--- src/rtl/unidad_fetch_pkg.sv ---
// Shared types for the instruction-fetch front end:
// FSM state encoding and the prefetch FIFO entry layout.
package pkg_fetch;

  localparam int PKG_DATA_W = 32;
  localparam int PKG_ADDR_W = 32;

  typedef enum logic [1:0] {
    IDLE,
    REQ,
    DRAIN
  } estado_fetch_t;

  typedef struct packed {
    logic [PKG_DATA_W-1:0] instr;
    logic [PKG_ADDR_W-1:0] pc;
  } entrada_fifo_t;

endpackage

--- src/rtl/unidad_fetch_if.sv ---
// Fetch unit bus: instruction-memory req/ack side,
// decode valid/ready side, and branch redirect.
interface unidad_fetch_if #(
  parameter int DATA_W = 32,
  parameter int ADDR_W = 32,
  parameter int DEPTH  = 4
);

  localparam int CNT_W = $clog2(DEPTH + 1);

  logic              imemReq;
  logic [ADDR_W-1:0] imemDirec;
  logic              imemAck;
  logic [DATA_W-1:0] imemDato;
  logic              instrValid;
  logic [DATA_W-1:0] instruccion;
  logic [ADDR_W-1:0] instrPC;
  logic              instrReady;
  logic              branchTaken;
  logic [ADDR_W-1:0] branchDirec;
  logic [CNT_W-1:0]  fifoCount;

  modport master (
    output imemReq, imemDirec,
    output instrValid, instruccion, instrPC,
    output fifoCount,
    input  imemAck, imemDato,
    input  instrReady,
    input  branchTaken, branchDirec
  );

  modport slave (
    input  imemReq, imemDirec,
    input  instrValid, instruccion, instrPC,
    input  fifoCount,
    output imemAck, imemDato,
    output instrReady,
    output branchTaken, branchDirec
  );

endinterface

--- src/rtl/unidad_fetch_fifo.sv ---
// Prefetch FIFO: circular buffer, first-word-fall-through
// head, flush overrides push and pop.
module fifo_prefetch #(
  parameter int DEPTH = 4,
  parameter int WIDTH = 64
) (
  input  logic                         clk,
  input  logic                         rst_n,
  input  logic                         push,
  input  logic                         pop,
  input  logic                         flush,
  input  logic [WIDTH-1:0]             din,
  output logic [WIDTH-1:0]             dout,
  output logic [$clog2(DEPTH+1)-1:0]   count,
  output logic                         valid
);

  localparam int PW = $clog2(DEPTH);
  localparam int CW = $clog2(DEPTH + 1);

  logic [WIDTH-1:0] mem [DEPTH];
  logic [PW-1:0]    cab;
  logic [PW-1:0]    col;

  always_ff @(posedge clk or negedge rst_n) begin
    if (!rst_n) begin
      cab   <= '0;
      col   <= '0;
      count <= '0;
    end else if (flush) begin
      cab   <= '0;
      col   <= '0;
      count <= '0;
    end else begin
      if (push) col <= col + PW'(1);
      if (pop)  cab <= cab + PW'(1);
      count <= count + CW'(push) - CW'(pop);
    end
  end

  always_ff @(posedge clk) begin
    if (push && !flush) mem[col] <= din;
  end

  assign dout  = mem[cab];
  assign valid = (count != '0);

endmodule

--- src/rtl/unidad_fetch.sv ---
// Instruction-fetch front end: fetch FSM, PC tracking and
// credit-gated issue into the prefetch FIFO.
module unidad_fetch #(
  parameter int              DATA_W   = 32,
  parameter int              ADDR_W   = 32,
  parameter int              DEPTH    = 4,
  parameter logic [ADDR_W-1:0] RESET_PC = '0,
  parameter int              PC_STEP  = 4
) (
  input logic            clk,
  input logic            rst_n,
  unidad_fetch_if.master bus
);

  import pkg_fetch::*;

  localparam int CNT_W = $clog2(DEPTH + 1);
  localparam int ENT_W = DATA_W + ADDR_W;
  localparam logic [CNT_W-1:0] LLENO = CNT_W'(DEPTH);

  estado_fetch_t     estado;
  logic [ADDR_W-1:0] fetchPC;
  logic [ADDR_W-1:0] imemDirec;
  logic [ADDR_W-1:0] siguientePC;
  logic              imemReq;
  logic              push;
  logic              pop;
  logic              valido;
  logic [CNT_W-1:0]  cuenta;
  logic [CNT_W-1:0]  cuentaTras;
  logic [ENT_W-1:0]  cabeza;

  assign push = (estado == REQ) & bus.imemAck & ~bus.branchTaken;
  assign pop  = valido & bus.instrReady & ~bus.branchTaken;

  assign siguientePC = imemDirec + ADDR_W'(PC_STEP);
  // occupancy after an ack edge; only meaningful when push is set
  assign cuentaTras  = cuenta + CNT_W'(1) - CNT_W'(pop);

  always_ff @(posedge clk or negedge rst_n) begin
    if (!rst_n) begin
      estado    <= IDLE;
      fetchPC   <= RESET_PC;
      imemDirec <= RESET_PC;
      imemReq   <= 1'b0;
    end else if (bus.branchTaken) begin
      fetchPC <= bus.branchDirec;
      unique case (estado)
        IDLE: begin
          estado    <= REQ;
          imemReq   <= 1'b1;
          imemDirec <= bus.branchDirec;
        end
        REQ: begin
          if (bus.imemAck) imemDirec <= bus.branchDirec;
          else             estado    <= DRAIN;
        end
        default: estado <= DRAIN;
      endcase
    end else begin
      unique case (estado)
        IDLE: begin
          if (cuenta < LLENO) begin
            estado    <= REQ;
            imemReq   <= 1'b1;
            imemDirec <= fetchPC;
          end
        end
        REQ: begin
          if (bus.imemAck) begin
            fetchPC <= siguientePC;
            if (cuentaTras < LLENO) begin
              imemDirec <= siguientePC;
            end else begin
              estado  <= IDLE;
              imemReq <= 1'b0;
            end
          end
        end
        DRAIN: begin
          if (bus.imemAck) begin
            estado    <= REQ;
            imemDirec <= fetchPC;
          end
        end
        default: begin
          estado  <= IDLE;
          imemReq <= 1'b0;
        end
      endcase
    end
  end

  fifo_prefetch #(
    .DEPTH (DEPTH),
    .WIDTH (ENT_W)
  ) u_fifo (
    .clk   (clk),
    .rst_n (rst_n),
    .push  (push),
    .pop   (pop),
    .flush (bus.branchTaken),
    .din   ({bus.imemDato, imemDirec}),
    .dout  (cabeza),
    .count (cuenta),
    .valid (valido)
  );

  assign bus.imemReq     = imemReq;
  assign bus.imemDirec   = imemDirec;
  assign bus.instrValid  = valido;
  assign bus.instruccion = cabeza[ENT_W-1 -: DATA_W];
  assign bus.instrPC     = cabeza[ADDR_W-1:0];
  assign bus.fifoCount   = cuenta;

endmodule

--- src/flat_wrapper.sv ---
// flat-port wrapper written by rule: the top's interface ports become plain ports
module unidad_fetch_flat import pkg_fetch::*;
#(
  parameter int              DATA_W   = 32,
  parameter int              ADDR_W   = 32,
  parameter int              DEPTH    = 4,
  parameter logic [ADDR_W-1:0] RESET_PC = '0,
  parameter int              PC_STEP  = 4
)
  (clk, rst_n, bus_imemReq, bus_imemDirec, bus_instrValid, bus_instruccion, bus_instrPC, bus_fifoCount, bus_imemAck, bus_imemDato, bus_instrReady, bus_branchTaken, bus_branchDirec);
  unidad_fetch_if #(.DATA_W(DATA_W), .ADDR_W(ADDR_W), .DEPTH(DEPTH)) bus_i ();
  input logic clk;
  input logic rst_n;
  output wire logic [$bits(bus_i.imemReq)-1:0] bus_imemReq;
  output wire logic [$bits(bus_i.imemDirec)-1:0] bus_imemDirec;
  output wire logic [$bits(bus_i.instrValid)-1:0] bus_instrValid;
  output wire logic [$bits(bus_i.instruccion)-1:0] bus_instruccion;
  output wire logic [$bits(bus_i.instrPC)-1:0] bus_instrPC;
  output wire logic [$bits(bus_i.fifoCount)-1:0] bus_fifoCount;
  input wire logic [$bits(bus_i.imemAck)-1:0] bus_imemAck;
  input wire logic [$bits(bus_i.imemDato)-1:0] bus_imemDato;
  input wire logic [$bits(bus_i.instrReady)-1:0] bus_instrReady;
  input wire logic [$bits(bus_i.branchTaken)-1:0] bus_branchTaken;
  input wire logic [$bits(bus_i.branchDirec)-1:0] bus_branchDirec;
  assign bus_imemReq = bus_i.imemReq;
  assign bus_imemDirec = bus_i.imemDirec;
  assign bus_instrValid = bus_i.instrValid;
  assign bus_instruccion = bus_i.instruccion;
  assign bus_instrPC = bus_i.instrPC;
  assign bus_fifoCount = bus_i.fifoCount;
  assign bus_i.imemAck = bus_imemAck;
  assign bus_i.imemDato = bus_imemDato;
  assign bus_i.instrReady = bus_instrReady;
  assign bus_i.branchTaken = bus_branchTaken;
  assign bus_i.branchDirec = bus_branchDirec;
  unidad_fetch #(.DATA_W(DATA_W), .ADDR_W(ADDR_W), .DEPTH(DEPTH), .RESET_PC(RESET_PC), .PC_STEP(PC_STEP)) u_core (.clk(clk), .rst_n(rst_n), .bus(bus_i));
endmodule
--- config.mk ---
export PLATFORM = sky130hd
export DESIGN_NAME = unidad_fetch_flat
export DESIGN_NICKNAME = d
export VERILOG_FILES = /design/src/rtl/unidad_fetch_pkg.sv /design/src/rtl/unidad_fetch_if.sv /design/src/rtl/unidad_fetch_fifo.sv /design/src/rtl/unidad_fetch.sv /design/src/flat_wrapper.sv
export SDC_FILE = /design/constraint.sdc
export NUM_CORES = 1
export LEC_CHECK = 0
export ABC_CLOCK_PERIOD_IN_PS = 3500
export CAP_MARGIN = 20
export CORE_MARGIN = 10
export CORE_UTILIZATION = 40
export DETAILED_ROUTE_END_ITERATION = 10
export DONT_BUFFER_PORTS = 1
export PLACE_DENSITY = 0.6
export SLEW_MARGIN = 20
export SYNTH_ARGS = -nofsm -noshare
export SYNTH_HDL_FRONTEND = slang
export SYNTH_SLANG_ARGS = --single-unit
--- constraint.sdc ---
create_clock -name clk -period 3.5 [get_ports clk]
set_input_delay 0.875 -clock clk [delete_from_list [all_inputs] [get_ports clk]]
set_output_delay 0.875 -clock clk [all_outputs]
set_load 0.02 [all_outputs]
Word level (Yosys, flattened, before mapping)
Memory sizes are Yosys's and may differ from the RTL's.
Cells that the tools add are included.
{"block": "classes", "order_cmp": 2, "bitwise": 5, "reduce_logical": 13, "muxes": 32, "eq_ne": 12, "n_addsub": 7}
{"operator": "two-way mux 32 bit", "count": 9}
{"operator": "one-hot mux 32 bit (3 select lines)", "count": 1}
{"operator": "one-hot mux 32 bit (2 select lines)", "count": 1}
{"operator": "adder 32 x 3 -> 32 bit, second input constant", "count": 1}
{"operator": "two-way mux 2 bit", "count": 10}
{"operator": "inequality test 3 bit, second input constant", "count": 5}
{"operator": "AND reduction 5 bit", "count": 2}
{"operator": "nonzero test 2 bit", "count": 4}
{"operator": "two-way mux 1 bit", "count": 7}
{"operator": "less-than comparator 3 bit, second input constant", "count": 2}
{"operator": "one-hot mux 2 bit (3 select lines)", "count": 1}
{"operator": "AND reduction 6 bit", "count": 1}
{"operator": "nonzero test 3 bit", "count": 2}
{"operator": "subtractor 3 x 1 -> 3 bit", "count": 2}
{"operator": "adder 2 x 1 -> 2 bit, second input constant", "count": 2}
{"operator": "bitwise AND 1 bit", "count": 4}
{"operator": "inequality test 2 bit, second input constant", "count": 2}
{"operator": "one-hot mux 2 bit (2 select lines)", "count": 1}
{"operator": "adder 3 x 1 -> 3 bit", "count": 1}
{"operator": "adder 3 x 1 -> 3 bit, second input constant", "count": 1}
{"operator": "two-way mux 3 bit", "count": 1}
{"operator": "inequality test 3 x 1 -> 1 bit, second input constant", "count": 1}
{"operator": "inequality test 3 x 2 -> 1 bit, second input constant", "count": 1}
{"operator": "one-hot mux 1 bit (3 select lines)", "count": 1}
{"operator": "8 further kinds", "count": 8}
{"block": "totals", "ram_bits": 256, "in_bits": 69, "memories": 1, "wordCells": 79, "reg_bits": 74, "out_inout_bits": 101}
{"memory": "u_core.u_fifo.mem", "words": 4, "width": 64, "read_ports": 1, "rd_clocked_by_memory_dff": 0, "wr": 1, "line": "unidad_fetch_fifo.sv:21", "source": "logic [WIDTH-1:0] mem [DEPTH];"}

Logic depth before layout (Yosys ltp)
Gate-level depths: netlist (run 1).
{"block": "logic_depth", "ltp_word": 9, "depth_mapped": 13, "mapped_depth_nobuf": 10}

Cells and area by module
From an unflattened synthesis (run 1), not the netlist that was laid out.
{"block": "unflattened", "cells_unflattened": 842, "area_unflattened_um2": 13923.4}
{"module": "fifo_prefetch", "instances": 1, "area_each_um2": 9694.3, "seq_area_each_um2": 7862.5, "cells_each": 373}
{"module": "unidad_fetch", "instances": 1, "area_each_um2": 4229.1, "seq_area_each_um2": 1676.6, "cells_each": 469}

Worst setup path after synthesis (run 1)
OpenSTA, ideal clock, no wires.
{"block": "synth_path", "kind": "input -> register", "start": "input bus_branchTaken", "end": "memory u_core.u_fifo.mem[0][0], enable pin", "slack_ns": -0.008, "path_buffers": 2, "path_stages": 4, "arrival_ns": 3.079, "required_ns": 3.071, "setup_time_ns": 0.429, "cell_sequence": "clkbuf_1 -> nor2_1 -> clkbuf_1 -> and3_1"}
{"block": "synth_between", "elab_chain_cells": 5, "word_cells_on_any_way": 6, "classes_between": "mux: 2; bitwise: 2; reduce/logical: 2"}
{"item": "start: declaration", "line": "flat_wrapper.sv:23", "source": "input wire logic [$bits(bus_i.branchTaken)-1:0] bus_branchTaken;"}
{"item": "NOT 1 bit", "line": "unidad_fetch.sv:33", "source": "assign push = (estado == REQ) & bus.imemAck & ~bus.branchTaken;"}
{"item": "bitwise AND 1 bit", "line": "unidad_fetch.sv:33"}
{"item": "logical AND 1 bit (*)", "line": "unidad_fetch_fifo.sv:42", "source": "if (push && !flush) mem[col] <= din;"}
{"item": "two-way mux 1 bit (*)", "line": "unidad_fetch_fifo.sv:42"}
{"item": "two-way mux 1 bit (not written as such) (*)", "line": "unidad_fetch_fifo.sv:42"}
{"item": "end: declaration", "line": "unidad_fetch_fifo.sv:21"}
Mark *: on every way between the ends. The rest lies on a longest branch, timed or not.

Final worst setup path (run 1)
{"block": "layout_path", "start": "register u_core.u_fifo.cab[0]", "end": "output bus_instruccion[29]"}
{"block": "layout_between", "elab_chain_cells": 1}
{"item": "start: declaration", "line": "unidad_fetch_fifo.sv:22", "source": "logic [PW-1:0] cab;"}
{"item": "start signal: assignment", "line": "unidad_fetch_fifo.sv:36", "source": "if (pop) cab <= cab + PW'(1);"}
{"item": "memory (4 x 64 bit)"}
{"item": "end: declaration", "line": "flat_wrapper.sv:17", "source": "output wire logic [$bits(bus_i.instruccion)-1:0] bus_instruccion;"}
Every way passes these cells.

==> results of run 1 <==
registers in the layout (all words and copies together) (netlist names):
signal / cells
u_core.u_fifo.mem: 256
u_core.bus.imemDirec: 32
u_core.fetchPC: 32
u_core.u_fifo.count: 3
u_core.estado: 2
u_core.u_fifo.cab: 2
u_core.u_fifo.col: 2
u_core.bus.imemReq: 1
where the power goes:
| part | total (mW) | leakage, nW | switching, mW | internal [mW] |
|---|---|---|---|---|
| Sequential | 5.57 | 3.23 | 0.687 | 4.89 |
| Combinational | 3.31 | 1.37 | 2.04 | 1.26 |
| Clock | 4.00 | 0.610 | 1.52 | 2.47 |
| Total | 12.9 | 5.21 | 4.25 | 8.62 |
final cells by class:
| class | count | area [µm²] |
|---|---|---|
| clock inverter | 23 | 300 |
| fill | 2886 | 18000 |
| clock buffer | 41 | 951 |
| multi-input combinational | 457 | 4010 |
| sequential | 330 | 9550 |
| inverter | 8 | 30.0 |
| tap | 448 | 561 |
| timing repair buffer | 42 | 403 |
metrics by stage:
| step | cell area (µm²) | hold slack, ns |
|---|---|---|
| 4_1_cts | 15800 | 0.0404 |
| 6_report | 15800 | 0.0614 |
| 3_5_place_dp | 14500 | 0.487 |
| 5_1_grt | 15800 | 0.0355 |
| 2_1_floorplan | 13800 | 0.461 |
| 3_3_place_gp | 14500 | 0.478 |
per-layer routing:
layer  vias up  part of all wire  track usage  wire length, µm
li1       3459                 -            -                -
met5         -                 0            0                0
met2       233              0.47        0.245            15700
met3        51             0.091       0.0543             3040
met4         0             0.021       0.0402              714
met1      3947              0.42        0.204            13900
logic make-up after synthesis:
family | after synthesis
flip-flops | 330
AO/OA/AOI/OAI | 187
AND/OR/NAND/NOR | 160
multiplexers | 71
buffers and inverters | 69
XOR/XNOR | 31
adder cells (fa/ha/maj) | 8
worst reg2reg max path: cells and delay by family (launching register included):
kind / cells / cell delay, ns
AOI/OAI and AO/OA: 2 / 0.33
and+or+nand+nor: 3 / 1.56
DFF: 1 / 0.73
cells in the mapped netlist (all sizes together), types with 9 or more instances:
cell type / number / area (µm²)
clkbuf: 43 / 161
nor4: 9 / 56.3
buf: 18 / 81.3
xnor2: 18 / 158
a22oi: 32 / 240
nand2: 50 / 188
a22o: 23 / 201
nand3: 13 / 70.1
o2bb2ai: 20 / 175
edfxtp: 256 / 7690
a21oi: 17 / 85.1
nor2: 35 / 131
o31ai: 13 / 97.6
dfrtp: 74 / 1850
o22ai: 15 / 93.8
mux4: 64 / 1440
xor2: 13 / 114
o21ai: 47 / 235
worst min path at each step:
| stage | from | slack (ns) | depth (start not counted) | end |
|---|---|---|---|---|
| finish | rst_n | 0.06 | 0 | u_core.fetchPC[28] |
| global route | rst_n | 0.04 | 0 | u_core.estado[1] |
| CTS | rst_n | 0.04 | 0 | u_core.fetchPC[22] |
| detailed placement | u_core.fetchPC[24] | 0.49 | 2 | u_core.fetchPC[24] |
| global placement | u_core.fetchPC[24] | 0.48 | 2 | u_core.fetchPC[24] |
| floorplan | u_core.fetchPC[15] | 0.46 | 2 | u_core.fetchPC[15] |
==> results.md, run 1 <==
- Die area: 42,300 µm²
- Non-filler cells, final: around 1,300
- Vias in the first global route: around 7,600
- Setup_tns: 0 ns
- Leading cell types in the layout, fill and taps excluded: 256 x edfxtp_1, 72 x dfrtp_1, 64 x mux4_2, 50 x nand2_1, 45 x o21ai_0
- Synthesized area: 13,800 µm²
- Top FF cell, synth: edfxtp_1
- Clk_lat worst skew: 0.51 ns
- Synth Area in XOR/XNOR: 0.0197
- Complex-gate fraction of the synthesized area: 0.0936
- Dpl ws: roughly 0.77 ns
- Worst Setup Start Kind: flip-flop
- Critical Path RT: 2.62 ns
- Layout area overhead: 14.5%
- CP Launch Point: u_core.u_fifo.cab[0]
- Post-Synth Adder-Cell Area: 0.00780
- Yosys cell types: 53
- Starting Density: 0.408
- Core area: 33,800 µm²
- Hold_buf cts: 0
- End of the critical path: bus_instruccion[29]
- Die height: between 200 and 250 µm
- FFs w/ async S/R, synth: 0.224
- CTS tree: yes
- Layout cells sized above 1: 0.196
- Final worst slack: 0.496 ns
- Largest family of logic cells by synthesized area: multiplexers
- CP peak stage delay: 0.65 ns
- Max H-tree Level: 2
- Crit path max fanout: 14
- Routed WL per cell: 24.7 µm
- Max Cap Viol: 0
- Power Total: 12.9 mW
- RSZ-0062 raised after global routing: false
- Critical path buffer and inverter count: 1
- Slew margin rel.: 0.537
- Crit. End Element: primary output
- N_diodes: 0
- GP Congestion: approximately 0.8
- Syn_area_per_cell: 16.1 µm²
- Depth of the most critical reg-to-reg path: 5
- Gr ovfl total: 0
- Row Count: 67
- VDD IR max: roughly 0.00045 V
- First-pass GRT wire length: 50,500 µm
- Worst R2R Setup Slack: 0.76 ns
- Nets: 952
- PwrDens: just over 800 nW/µm²
- Pins Over Slew Limit: 0
- Worst-path cell chain: buf_4 -> mux4_2
- Hold WC Path Type: in -> async
- Leakage: 5.21 nW
- WP depth: 2
- Setup violations, final: 0
- # clock sinks: 330
- Ports: 170
- Mapped Cells: 856
- Tmin final: 3.00 ns
- Drt initial violations: 538
- RR Startpoint: u_core.bus.imemDirec[14]
- Clock Pin Slew Worst Setup and Hold Paths: around 0.060 ns
- Synthesized flop and latch total: 330
- CP delay by family, top: multiplexers
- Post-DP HPWL: 21,800 µm
- Die W: 206 µm
- Outcome: finished clean
- Setup Buffers After CTS: 0
- Largest net degree at the start of global routing: 90
- CTS resizes: 0
- ANT nets after route: 0
- Initial antenna violation count: 0
- Placed Cells: 1,285
- Root Buffer: clkbuf_16
- Vias: 7,690
- Total track usage: 0.156
- TritonRoute pass-1 iters: 5
- Total number of yosys warnings: 0
- WL final: about 33,000 µm
- Final hold violation count: 0
- Fin util: 0.468
- Input/output buffers: 0
- DR vias/cell: between 5 and 6
- Residual DRC: 0
- Slowest-stage cell, CP: mux4_2
- Post-Syn Nets: 933
- Clock Path Buffers: 3
- Mux cell area share after synthesis: 0.110
- Worst Tran Pin Value: between 0.6 and 0.7 ns
- Post-synthesis simple-gate area fraction: 0.0576
- Commonest non-fill, non-tap cell in the layout: edfxtp_1
- Arr. time, crit path: 2.13 ns
- Peak Freq: around 330 MHz
- Final Cycle Share: 0.858
- TritonCTS buffer count: 36
- R2R Path End: u_core.bus.imemDirec[28]
- Seq/Total Area, Yosys: 0.692
- Clock Skew: 0.00915 ns
- WS Path Type: reg -> out
- Post-synth EDFFs: 256
Power figures use the tool's default switching activity.
==> run 2, diff against run 1 <==
--- a/config.mk
+++ b/config.mk
@@ -9,8 +9,10 @@
 export CAP_MARGIN = 20
 export CORE_MARGIN = 10
 export CORE_UTILIZATION = 40
+export CTS_BUF_LIST = sky130_fd_sc_hd__clkbuf_8
 export DETAILED_ROUTE_END_ITERATION = 10
 export DONT_BUFFER_PORTS = 1
+export MAX_ROUTING_LAYER = met4
 export PLACE_DENSITY = 0.6
 export SLEW_MARGIN = 20
 export SYNTH_ARGS = -nofsm -noshare
==> run 2 against run 1 <==
  * Core utilization decreased by 0.53 points
  * Sequential cell count stayed put
  * Cell count increased by 2.7%
  * Register-to-register slack is essentially flat
  * Die area unchanged
  * Power is 5.5% lower
  * Global-route usage increased by 0.77 points
  * Hold slack improved by 0.083 ns
  * Largest cell class unchanged
  * Highest routed layer unchanged
==> results.md, run 2 (synthesized netlist as in run 1, its figures left out) <==
- Top reg by flops: u_core.u_fifo.mem
- Arr. time, crit path: 2.24 ns
- Worst R2R Setup Slack: 0.75 ns
- Largest net degree at the start of global routing: 90
- Die height: 206 µm
- Vias in the first global route: 7,844
- Max Cap Viol: 0
- Vias: 7,826
- Non-filler cells, final: 1,386
- TritonRoute pass-1 iters: 5
- Post-DP HPWL: 21,800 µm
- Ports: 170
- Final hold violation count: 0
- P_int: 7.90 mW
- Final worst slack: between 0.3 and 0.4 ns
- Leakage: about 5.2 nW
- Switching part of the total: 0.350
- Layout cells sized above 1: 0.206
- Root Buffer: clkbuf_8
- Reg power frac: 0.458
- PwrDens: 779 nW/µm²
- First-pass GRT wire length: between 50,000 and 60,000 µm
- Power Total: 12.2 mW
- Die area: roughly 42,000 µm²
- Dpl ws: 0.773 ns
- Fin util: 0.462
- Clk_lat worst skew: 0.62 ns
- Biggest regs: u_core.u_fifo.mem x256, u_core.bus.imemDirec x32, u_core.fetchPC x32
- Drt initial violations: around 470
- RSZ-0062 raised after global routing: false
- WL final: 33,800 µm
- Core area: 33,800 µm²
- Leading cell types in the layout, fill and taps excluded: 256 x edfxtp_1, 72 x dfrtp_1, 64 x mux4_2, 58 x clkbuf_8, 50 x nand2_1
- Clock Skew: 0.0220 ns
- Comb power frac: 0.274
- Nets: ~970
- TritonCTS buffer count: 55
- VDD IR max: 0.000500 V
- DR vias/cell: 5.65
- # clock sinks: 330
- Slew margin rel.: 0.529
- Peak Freq: 321 MHz
- CTS tree: yes
- Placed Cells: 1,285
- Residual DRC: 0
- Layout area overhead: 13.3%
- Setup_tns: 0 ns
- Final Cycle Share: 0.889
- Commonest non-fill, non-tap cell in the layout: edfxtp_1
- Worst Setup Start Kind: flip-flop
- ANT nets after route: 0
- Routed WL per cell: 24.4 µm
- Input/output buffers: 0
- GP Congestion: 0.796
- Outcome: finished clean
- Part of the power in the clock network: 0.268
- Setup violations, final: 0
- WS Path Type: reg -> out
- Die W: 206 µm
- Crit path max fanout: 14
- Row Count: 67
- Tmin final: 3.11 ns
- Largest register FFs: 256
- Starting Density: 0.408
- Clock Pin Slew Worst Setup and Hold Paths: 0.06 ns
- Critical Path RT: 2.62 ns
- Initial antenna violation count: 1
- Crit. End Element: primary output
- Gr ovfl total: 0
- Max H-tree Level: 2
- NetSw: 4.26 mW
- Pins Over Slew Limit: 0
- Total track usage: 0.164
- Worst Tran Pin Value: between 0.7 and 0.8 ns
- Clock Path Buffers: 3
- Hold WC Path Type: in -> async
[run 2: power by group through the flow]
stage                     Sequential (mW)  Clock, mW  Combinational [mW]
after detailed placement             5.67          0                3.37
after global routing                 5.67       3.53                3.64
final                                5.58       3.26                3.33
after CTS                            5.60       3.37                3.40
after global placement               5.65          0                3.34
after floorplan                      5.60          0                2.33
[run 2: routing by layer]
layer / GRT usage / vias to the layer above / share of wire
met5: - / - / 0
met4: 0.0536 / 0 / 0.018
met3: 0.0555 / 48 / 0.089
met2: 0.247 / 245 / 0.47
met1: 0.205 / 4020 / 0.42
li1: - / 3513 / -
[run 2: what timing repair did]
action / 4_1_cts / 5_1_grt
setup buffers: 0 / 0
hold endpoints to repair: 74 / 0
hold buffers: 1 / 0
resized for setup: 0 / 0
[run 2: area by class of cell]
class | count | area [µm²]
fill | 2943 | 18200
sequential | 330 | 9550
multi-input combinational | 457 | 4010
clock buffer | 58 | 798
tap | 448 | 561
timing repair buffer | 43 | 430
clock inverter | 41 | 245
inverter | 8 | 30.0
antenna | 1 | 2.50
[run 2: worst max-delay path: stages, from the launching register on]
cell	delay [ns]
dfrtp_4	0.60
buf_4	0.36
mux4_2	0.65
[run 2: worst paths after layout]
| kind | startpoint | endpoint | depth (start not counted) |
|---|---|---|---|
| setup / recovery | u_core.u_fifo.cab[0] | bus_instruccion[29] | 2 |
| hold / removal | rst_n | u_core.bus.imemDirec[25] | 1 |
| setup reg to reg | u_core.bus.imemDirec[14] | u_core.bus.imemDirec[30] | 5 |
| hold reg to reg | u_core.fetchPC[24] | u_core.fetchPC[24] | 2 |
| max in group asynchronous | rst_n | u_core.u_fifo.cab[1] | 1 |
| min in group clk | bus_branchTaken | u_core.u_fifo.count[2] | 1 |
[run 2: metrics by stage]
| stage | hold slack (ns) | cell area (µm²) |
|---|---|---|
| global route | 0.127 | 15600 |
| CTS | 0.128 | 15600 |
| floorplan | 0.461 | 13800 |
| finish | 0.145 | 15600 |
| detailed placement | 0.487 | 14500 |
| global placement | 0.478 | 14500 |
